$ cat config.mk
export PLATFORM = sky130hd
export DESIGN_NAME = fetch_unit
export DESIGN_NICKNAME = d
export VERILOG_FILES = /design/src/rtl/riscv_pkg.sv /design/src/rtl/fetch_fifo.sv /design/src/rtl/fetch_unit.sv
export SDC_FILE = /design/constraint.sdc
export NUM_CORES = 1
export LEC_CHECK = 0
export CELL_PAD_IN_SITES_DETAIL_PLACEMENT = 0
export CELL_PAD_IN_SITES_GLOBAL_PLACEMENT = 1
export CORE_UTILIZATION = 43
export DETAILED_ROUTE_END_ITERATION = 7
export PLACE_DENSITY = 0.84
export SETUP_SLACK_MARGIN = 0.4
export SYNTH_ARGS = -nofsm -noshare
export SYNTH_HDL_FRONTEND = slang
export SYNTH_SLANG_ARGS = --single-unit
$ cat constraint.sdc
create_clock -name clk -period 5.8 [get_ports clk]
set_input_delay 0.87 -clock clk [delete_from_list [all_inputs] [get_ports clk]]
set_output_delay 0.87 -clock clk [all_outputs]
set_load 0.02 [all_outputs]
$ cat src/rtl/riscv_pkg.sv
// Core-wide constants and the buffered fetch entry type shared by the fetch stage.
package riscv_pkg;

  localparam int unsigned XLEN    = 32;
  localparam int unsigned ILEN    = 32;
  localparam int unsigned PC_STEP = 4;

  localparam logic [XLEN-1:0] DEFAULT_RESET_PC = 32'h0000_0000;

  typedef struct packed {
    logic [XLEN-1:0] pc;
    logic [ILEN-1:0] word;
  } fetch_entry_t;

  function automatic logic [XLEN-1:0] align_pc(input logic [XLEN-1:0] pc);
    return {pc[XLEN-1:2], 2'b00};
  endfunction

endpackage

$ cat src/rtl/fetch_fifo.sv
// Synchronous FIFO with a synchronous clear; head reads as zero while empty.
module fetch_fifo #(
  parameter int unsigned WIDTH = 64,
  parameter int unsigned DEPTH = 2,
  localparam int unsigned AW   = (DEPTH > 1) ? $clog2(DEPTH) : 1,
  localparam int unsigned CW   = $clog2(DEPTH + 1)
) (
  input  logic             clk,
  input  logic             rst_n,
  input  logic             clear,
  input  logic             push,
  input  logic [WIDTH-1:0] push_data,
  input  logic             pop,
  output logic [WIDTH-1:0] pop_data,
  output logic             full,
  output logic             empty,
  output logic [CW-1:0]    count
);

  logic [WIDTH-1:0] mem_q [DEPTH];
  logic [AW-1:0]    wptr_q, rptr_q;
  logic [CW-1:0]    count_q;
  logic             do_push, do_pop;

  function automatic logic [AW-1:0] next_ptr(input logic [AW-1:0] p);
    return (p == AW'(DEPTH - 1)) ? '0 : p + 1'b1;
  endfunction

  assign full    = (count_q == CW'(DEPTH));
  assign empty   = (count_q == '0);
  assign count   = count_q;
  assign do_pop  = pop && !empty;
  // A pop in the same cycle frees the slot a push into a full FIFO needs.
  assign do_push = push && (!full || do_pop);

  assign pop_data = empty ? '0 : mem_q[rptr_q];

  always_ff @(posedge clk) begin
    if (!rst_n || clear) begin
      wptr_q  <= '0;
      rptr_q  <= '0;
      count_q <= '0;
    end else begin
      if (do_push) wptr_q <= next_ptr(wptr_q);
      if (do_pop)  rptr_q <= next_ptr(rptr_q);
      count_q <= count_q + CW'(do_push) - CW'(do_pop);
    end
  end

  always_ff @(posedge clk) begin
    if (rst_n && !clear && do_push) begin
      mem_q[wptr_q] <= push_data;
    end
  end

endmodule

$ cat src/rtl/fetch_unit.sv
// Instruction fetch: owns the PC, issues credit-limited memory requests, buffers in-order
// responses for the decoder, and discards stale responses after a redirect.
module fetch_unit
  import riscv_pkg::*;
#(
  parameter logic [XLEN-1:0] RESET_PC = DEFAULT_RESET_PC,
  parameter int unsigned     DEPTH    = 2
) (
  input  logic            clk,
  input  logic            rst_n,
  output logic            imem_req_valid,
  input  logic            imem_req_ready,
  output logic [XLEN-1:0] imem_req_addr,
  input  logic            imem_rsp_valid,
  input  logic [ILEN-1:0] imem_rsp_data,
  input  logic            redirect_valid,
  input  logic [XLEN-1:0] redirect_pc,
  output logic            instr_valid,
  input  logic            instr_ready,
  output logic [ILEN-1:0] instruction,
  output logic [XLEN-1:0] instr_pc
);

  localparam int unsigned CW = $clog2(DEPTH + 1);

  logic [XLEN-1:0] pc_q, pc_d;
  logic [CW-1:0]   inflight_q, inflight_d;
  logic [CW-1:0]   drop_cnt_q, drop_cnt_d;

  logic [CW-1:0]   fifo_count, tag_count;
  logic            fifo_full, fifo_empty, tag_full, tag_empty;
  logic [XLEN-1:0] tag_pc;
  fetch_entry_t    head, rsp_entry;

  logic credit, req_fire, rsp_keep, rsp_drop, pop_fire;

  // Credit counts current-state occupancy only; a same-cycle pop does not help.
  assign credit = ((32'(inflight_q) + 32'(fifo_count)) < DEPTH) && !fifo_full && !tag_full;

  assign imem_req_valid = rst_n && credit;
  assign imem_req_addr  = pc_q;
  assign req_fire       = imem_req_valid && imem_req_ready;

  assign rsp_drop = imem_rsp_valid && (drop_cnt_q != '0);
  assign rsp_keep = imem_rsp_valid && (drop_cnt_q == '0) && !tag_empty;

  assign instr_valid = !fifo_empty;
  assign instruction = head.word;
  assign instr_pc    = head.pc;
  assign pop_fire    = instr_valid && instr_ready;

  assign rsp_entry.pc   = tag_pc;
  assign rsp_entry.word = imem_rsp_data;

  always_comb begin
    pc_d       = pc_q;
    inflight_d = inflight_q + CW'(req_fire) - CW'(imem_rsp_valid);
    drop_cnt_d = drop_cnt_q - CW'(rsp_drop);

    if (req_fire) pc_d = pc_q + XLEN'(PC_STEP);

    if (redirect_valid) begin
      pc_d       = align_pc(redirect_pc);
      // Everything still outstanding after this edge is stale: already-stale requests
      // plus every tagged request, including one accepted this cycle.
      drop_cnt_d = drop_cnt_q + tag_count + CW'(req_fire) - CW'(imem_rsp_valid);
    end
  end

  always_ff @(posedge clk) begin
    if (!rst_n) begin
      pc_q       <= align_pc(RESET_PC);
      inflight_q <= '0;
      drop_cnt_q <= '0;
    end else begin
      pc_q       <= pc_d;
      inflight_q <= inflight_d;
      drop_cnt_q <= drop_cnt_d;
    end
  end

  // PCs of live requests, in issue order; cleared on redirect since all become stale.
  fetch_fifo #(
    .WIDTH (XLEN),
    .DEPTH (DEPTH)
  ) u_tag_fifo (
    .clk       (clk),
    .rst_n     (rst_n),
    .clear     (redirect_valid),
    .push      (req_fire),
    .push_data (pc_q),
    .pop       (rsp_keep),
    .pop_data  (tag_pc),
    .full      (tag_full),
    .empty     (tag_empty),
    .count     (tag_count)
  );

  fetch_fifo #(
    .WIDTH ($bits(fetch_entry_t)),
    .DEPTH (DEPTH)
  ) u_instr_fifo (
    .clk       (clk),
    .rst_n     (rst_n),
    .clear     (redirect_valid),
    .push      (rsp_keep),
    .push_data (rsp_entry),
    .pop       (pop_fire),
    .pop_data  (head),
    .full      (fifo_full),
    .empty     (fifo_empty),
    .count     (fifo_count)
  );

endmodule

**Word-level counts from Yosys, hierarchy flattened**

Memories as Yosys holds them, arrays and structs flattened. A register that Yosys moved wholly into a read port is not among the register bits.
Cells that the tools add are included.

- Add/subtract/negate cells: 16
- Multipliers: 0
- Divide/modulo/power cells: 0
- Order comparisons: 1
- Equal/unequal tests: 2
- Shift operators: 0
- Multiplexer cells: 17
- Bitwise gates (word level): 1
- Reductions and logical operators: 30

Operators with widths:

| kind | count |
|---|---|
| $mux 32 | 3 |
| $mux 64 | 1 |
| $add 32x3->32 const B | 1 |
| $logic_and 1x1->1 | 15 |
| $mux 1 | 12 |
| $sub 2x1->2 | 5 |
| $add 2x1->2 | 4 |
| $logic_not 1->1 | 6 |
| $logic_not 2->1 | 3 |
| $add 1x1->1 const B | 4 |
| $eq 2x2->1 const B | 2 |
| $reduce_bool 2->1 | 2 |
| $add 2x2->3 | 1 |
| $logic_or 1x1->1 | 3 |
| $lt 3x2->1 const B | 1 |
| $add 2x2->2 | 1 |
| $mux 2 | 1 |
| $reduce_or 2->1 | 1 |
| $not 1->1 | 1 |

- Register bits: 44
- Latch bits: 0
- Memory bits (writable): 192
- ROM bits: 0
- Input bits: 70
- Output and inout port bits: 98
- Word-level logic and storage cells: 79
- Memories: 2

Memories:

| memory | words | bits a word | read ports | clocked after memory_dff | write ports | RTL line | RTL |
|---|---|---|---|---|---|---|---|
| u_instr_fifo.mem_q | 2 | 64 | 1 | 1 | 1 | fetch_fifo.sv:20 | `logic [WIDTH-1:0] mem_q [DEPTH];` |
| u_tag_fifo.mem_q | 2 | 32 | 1 | 1 | 1 | fetch_fifo.sv:20 |  |

**Depth between registers and ports, before layout**

- Depth in word-level cells: 10
- Gate-level depth with buffers: 12
- Depth with buffers taken out: 12

**Modules after synthesis**

A second synthesis with hierarchy kept.

- Cell total of the unflattened synthesis: 708
- Area total of the unflattened synthesis: 9734.3 um^2

Modules (own cells, without submodules):

| module | times used | cells an instance | area each (um^2) | seq. area each (um^2) |
|---|---|---|---|---|
| fetch_fifo at u_instr_fifo | 1 | 299 | 5049.8 | 3943.8 |
| fetch_fifo at u_tag_fifo | 1 | 164 | 2635.0 | 2021.9 |
| fetch_unit | 1 | 245 | 2049.5 | 680.7 |

**Worst setup path before layout**

No wires, ideal clock.

- Path kind: input-to-reg
- Start point: input imem_rsp_valid
- End point: memory u_instr_fifo.mem_q[0][0] (enable)
- Library setup time: 0.482 ns
- Arrival: 4.215 ns
- Required time: 5.318 ns
- Path slack: 1.103 ns
- Stages on the path: 4
- Path buffers: 0
- Path through: nor4b_1 o21a_1 nand2_1 nor2_1

- Longest elaborated chain between the ends: 6

Ends and longest elaborated chain:

| item | RTL line | RTL |
|---|---|---|
| from (decl) | fetch_unit.sv:14 | `input logic imem_rsp_valid,` |
| $logic_and 1x1->1 (2 in a row) | fetch_unit.sv:45 | `assign rsp_keep = imem_rsp_valid && (drop_cnt_q == '0) && !tag_empty;` |
| $logic_and 1x1->1 | fetch_fifo.sv:34 | `assign do_push = push && (!full \|\| do_pop);` |
| via u_instr_fifo.do_push | fetch_fifo.sv:23 | `logic do_push, do_pop;` |
| $logic_and 1x1->1 | fetch_fifo.sv:51 | `if (rst_n && !clear && do_push) begin` |
| $mux 1 | fetch_fifo.sv:51 |  |
| $mux 1 (implied by the code) | fetch_fifo.sv:52 | `mem_q[wptr_q] <= push_data;` |
| to (decl) | fetch_fifo.sv:20 |  |

The timed path passes the listed nets, and every way through them passes these cells.

==> summary.md <==
| Metric | Value |
|---|---|
| Hold Fails Final Rpt | 0 |
| Unique masters post-synth | 40 |
| Mapped Avg Cell Area | 13.7 sq um |
| Worst reg-to-reg path cell count | 12 |
| Ys Warns | 0 |
| Fillers | 1,708 |
| Clock tree buffer depth | 3 |
| Initial antenna violation count | 0 |
| Post-layout util | 57.0% |
| Clk_skew | 0.0157 ns |
| CTS root buffer | clkbuf_16 |
| Sequential cell area | 0.00641 sq mm |
| Leak | 3.95 nW |
| Most frequent cells in the layout | edfxtp_1 (184), clkdlybuf4s50_1 (161), nor2_1 (102), mux2i_1 (93), dfxtp_1 (43) |
| Dpl hpwl | 11,900 um |
| Overall routing resource usage | 16.5% |
| DIE AREA | 0.0222 sq mm |
| DR vias | 5,690 |
| Post-DRT Antenna Nets | 0 |
| Setup ws final | 2.18 ns |
| Slew headroom | 41.9% |
| Initial cell density of the core | 44.1% |
| CP peak stage delay | 0.68 ns |
| DRT iter0 DRCs | 231 |
| Fin crit share | 62.4% |
| CTS Hold Bufs | 0 |
| Pre-Repair DR Iteration Count | 4 |
| Vias in the first global route | 5,508 |
| Slowest CP cell | dfxtp_4 |
| Data required, critical path | 4.93 ns |
| Multi-input logic area | 0.00274 sq mm |
| Top cell type's share of synthesized area | 59.4% |
| IO Pins | 168 |
| IO Port Bufs | 161 |
| Post_cts resized | 0 |
| Simple-Gate Fraction of Synth Area | 10.3% |
| Sw frac | 21.4% |
| Startpoint Class | flip-flop |
| Area leader, netlist | edfxtp_1 |
| Internal power | 0.00283 W |
| Post-Synth XOR/XNOR Area | 3.11% |
| Seq pwr share | 51.3% |
| DRC | 0 |
| Commonest non-fill, non-tap cell in the layout | edfxtp_1 |
| Worst slew pin tran | 0.872 ns |
| Synth area leaders | edfxtp_1 (59%), mux2i_1 (10%), dfxtp_1 (9.5%), nor2_1 (4.2%), o21ai_0 (1.7%) |
| Hold Path Depth | 2 |
| Clock sinks | 228 |
| Run status | complete, no violations |
| Fraction of layout cells with a size suffix above 1 | 6.15% |
| Hold WC Path Type | flip-flop to flip-flop |
| EDFF count, synth | 184 |
| Max VDD drop | 0.197 mV |
| Hold Slack | 0.520 ns |
| Post-Place Worst Slack | 1.93 ns |
| Area after DPL | 0.0112 sq mm |
| Worst-skew pair later-pin latency | 0.51 ns |
| Register area share after synthesis | 68.8% |
| Std-Cell Rows | 53 |
| Synth Cell Area | 0.00931 sq mm |
| Ordered list of cells on the worst path | buf_4 -> mux2i_1 -> nor2_1 -> clkdlybuf4s50_1 |
| Nets | 924 |
| Compound-Gate Fraction of Synth Area | 4.13% |
| Synthesis-to-layout area growth | 29.1% |
| Max Freq | 276 MHz |
| Cells after Synth | 679 |
| Crit Path Class | flip-flop to output pin |
| Max Cap Viol | 0 |
| Width of the die | 149 um |
| Multiplexer area fraction after synthesis | 10.0% |
| Clk slew on worst S/H paths | 0.06 ns |
| Psw | 0.000769 W |
| CTS tree | done |
| H-Tree Depth | 1 |
| Antenna cells | 0 |
| Vias per Instance | 5.00 |
| Crit. End Element | output pin |
| RSZ-0062 raised after global routing | no |
| Most used DFF post-synth | edfxtp_1 |
| First-pass GRT wire length | 28,700 um |
| Area of the core | 0.0211 sq mm |
| Final Critical Period | 3.62 ns |
| Seq cells post-synth | 228 |
| Largest family of logic cells by synthesized area | simple AND/OR/NAND/NOR gates |
| Slew Limit Fails | 0 |
| Crit-path max FO | 33 |
| CTS Buf Count | 24 |
| Final instance area | 0.0120 sq mm |
| Setup_tns | 0 ns |
| Die Y-Extent | 149 um |
| Clock share of power | 41.3% |
| Final setup vio count | 0 |
| Gate power share | 7.4% |
| Cell Pwr Density | 300 mW/mm^2 |
| Fraction of registers with async set/reset | 0% |
| Post-CTS Setup Bufs | 0 |
| Adder-cell share of the synthesized area | 1.51% |
| Detailed-route wire length per cell | 16.2 um |
| Gp weighted congestion | 0.751 |
| Pin count of the biggest net entering global routing | 63 |
| WL final | 18,400 um |
| Gr ovfl total | 0 |
| CP arrival | 2.75 ns |
through the flow:
step / total power, W / std cells
after floorplan: 0.00202 / 682
after global placement: 0.00214 / 1093
after detailed placement: 0.00215 / 1093
after CTS: 0.00364 / 1137
after global routing: 0.00372 / 1137
final: 0.00360 / 1137
cell usage after synthesis (2+ instances only):
master and n:
o211a_1 6, clkbuf_1 23, a31oi_1 9, or3_1 7
and2_1 11, nand3_1 15, nand2_1 18, o21a_1 2
and4_1 2, o21ai_0 31, xor2_1 17, fa_1 2
a21oi_1 15, dfxtp_1 44, ha_1 8, nand4_1 12
edfxtp_1 184, xnor2_1 16, nor2_1 105, a21o_1 2
and3_1 8, inv_1 12, nor2b_1 3, nor4_1 3
nor3_1 3, buf_4 4, buf_1 8, mux2i_1 93
or4_1 2, nand2b_1 4
layer usage:
layer	up-vias	wire, um	track usage [%]
li1	2816	-	-
met1	2704	8260	21.9
met2	150	8660	27.5
met3	20	1150	3.91
met4	0	327	3.67
met5	-	0	0
power by group through the flow:
stage          combinational (W)  sequential (W)  clock, W
6_report                0.000266         0.00185   0.00149
5_1_grt                 0.000293         0.00185   0.00158
4_1_cts                 0.000269         0.00185   0.00152
3_5_place_dp            0.000267         0.00188         0
3_3_place_gp            0.000263         0.00188         0
2_1_floorplan           0.000131         0.00189         0
worst max-delay path: cells and delay by family, from the launching register on:
family,cells,cell delay [ns]
flops,1,0.68
simple gates,1,0.13
buf+inv,2,1.23
mux,1,0.17
flip-flops by register name, indices dropped and copies added, names as in the netlist, named ones only:
register / cells
drop_cnt_q: 2
u_tag_fifo.rptr_q: 1
imem_req_addr: 30
u_instr_fifo.rptr_q: 1
u_tag_fifo.wptr_q: 1
u_instr_fifo.count: 2
u_instr_fifo.wptr_q: 1
u_instr_fifo.mem_q: 124
u_tag_fifo.count: 2
u_tag_fifo.mem_q: 60
inflight_q: 2
worst paths after layout:
path	slack, ns	start	endpoint
setup / recovery	2.18	flip-flop	instr_pc[15]
hold reg to reg	0.52	u_instr_fifo.rptr_q$_SDFFE_PP0P_	flip-flop
setup reg to reg	2.58	u_instr_fifo.count[0]$_SDFF_PP0_	drop_cnt_q[1]$_SDFF_PN0_
hold / removal	0.52	u_instr_fifo.rptr_q$_SDFFE_PP0P_	flip-flop
cell families (layout without fill, tap and decap cells):
| logic type | count (synthesis) | after routing |
|---|---|---|
| other cells | 1 | 4 |
| simple gates | 200 | 200 |
| compound gates | 66 | 66 |
| buf+inv | 48 | 228 |
| flops | 228 | 228 |
| xor+xnor | 33 | 33 |
| fa+ha+maj | 10 | 10 |
| mux | 93 | 93 |
layout make-up:
cell class	instances	share of cell area (%)
Clock inverter	10	0.906
Timing Repair Buffer	172	14.1
Inverter	12	0.375
Multi-Input combinational cell	406	22.8
Tap cell	275	2.86
Sequential cell	228	53.4
Clock buffer	34	5.57
Note: power is estimated with default switching activity, not from simulation.
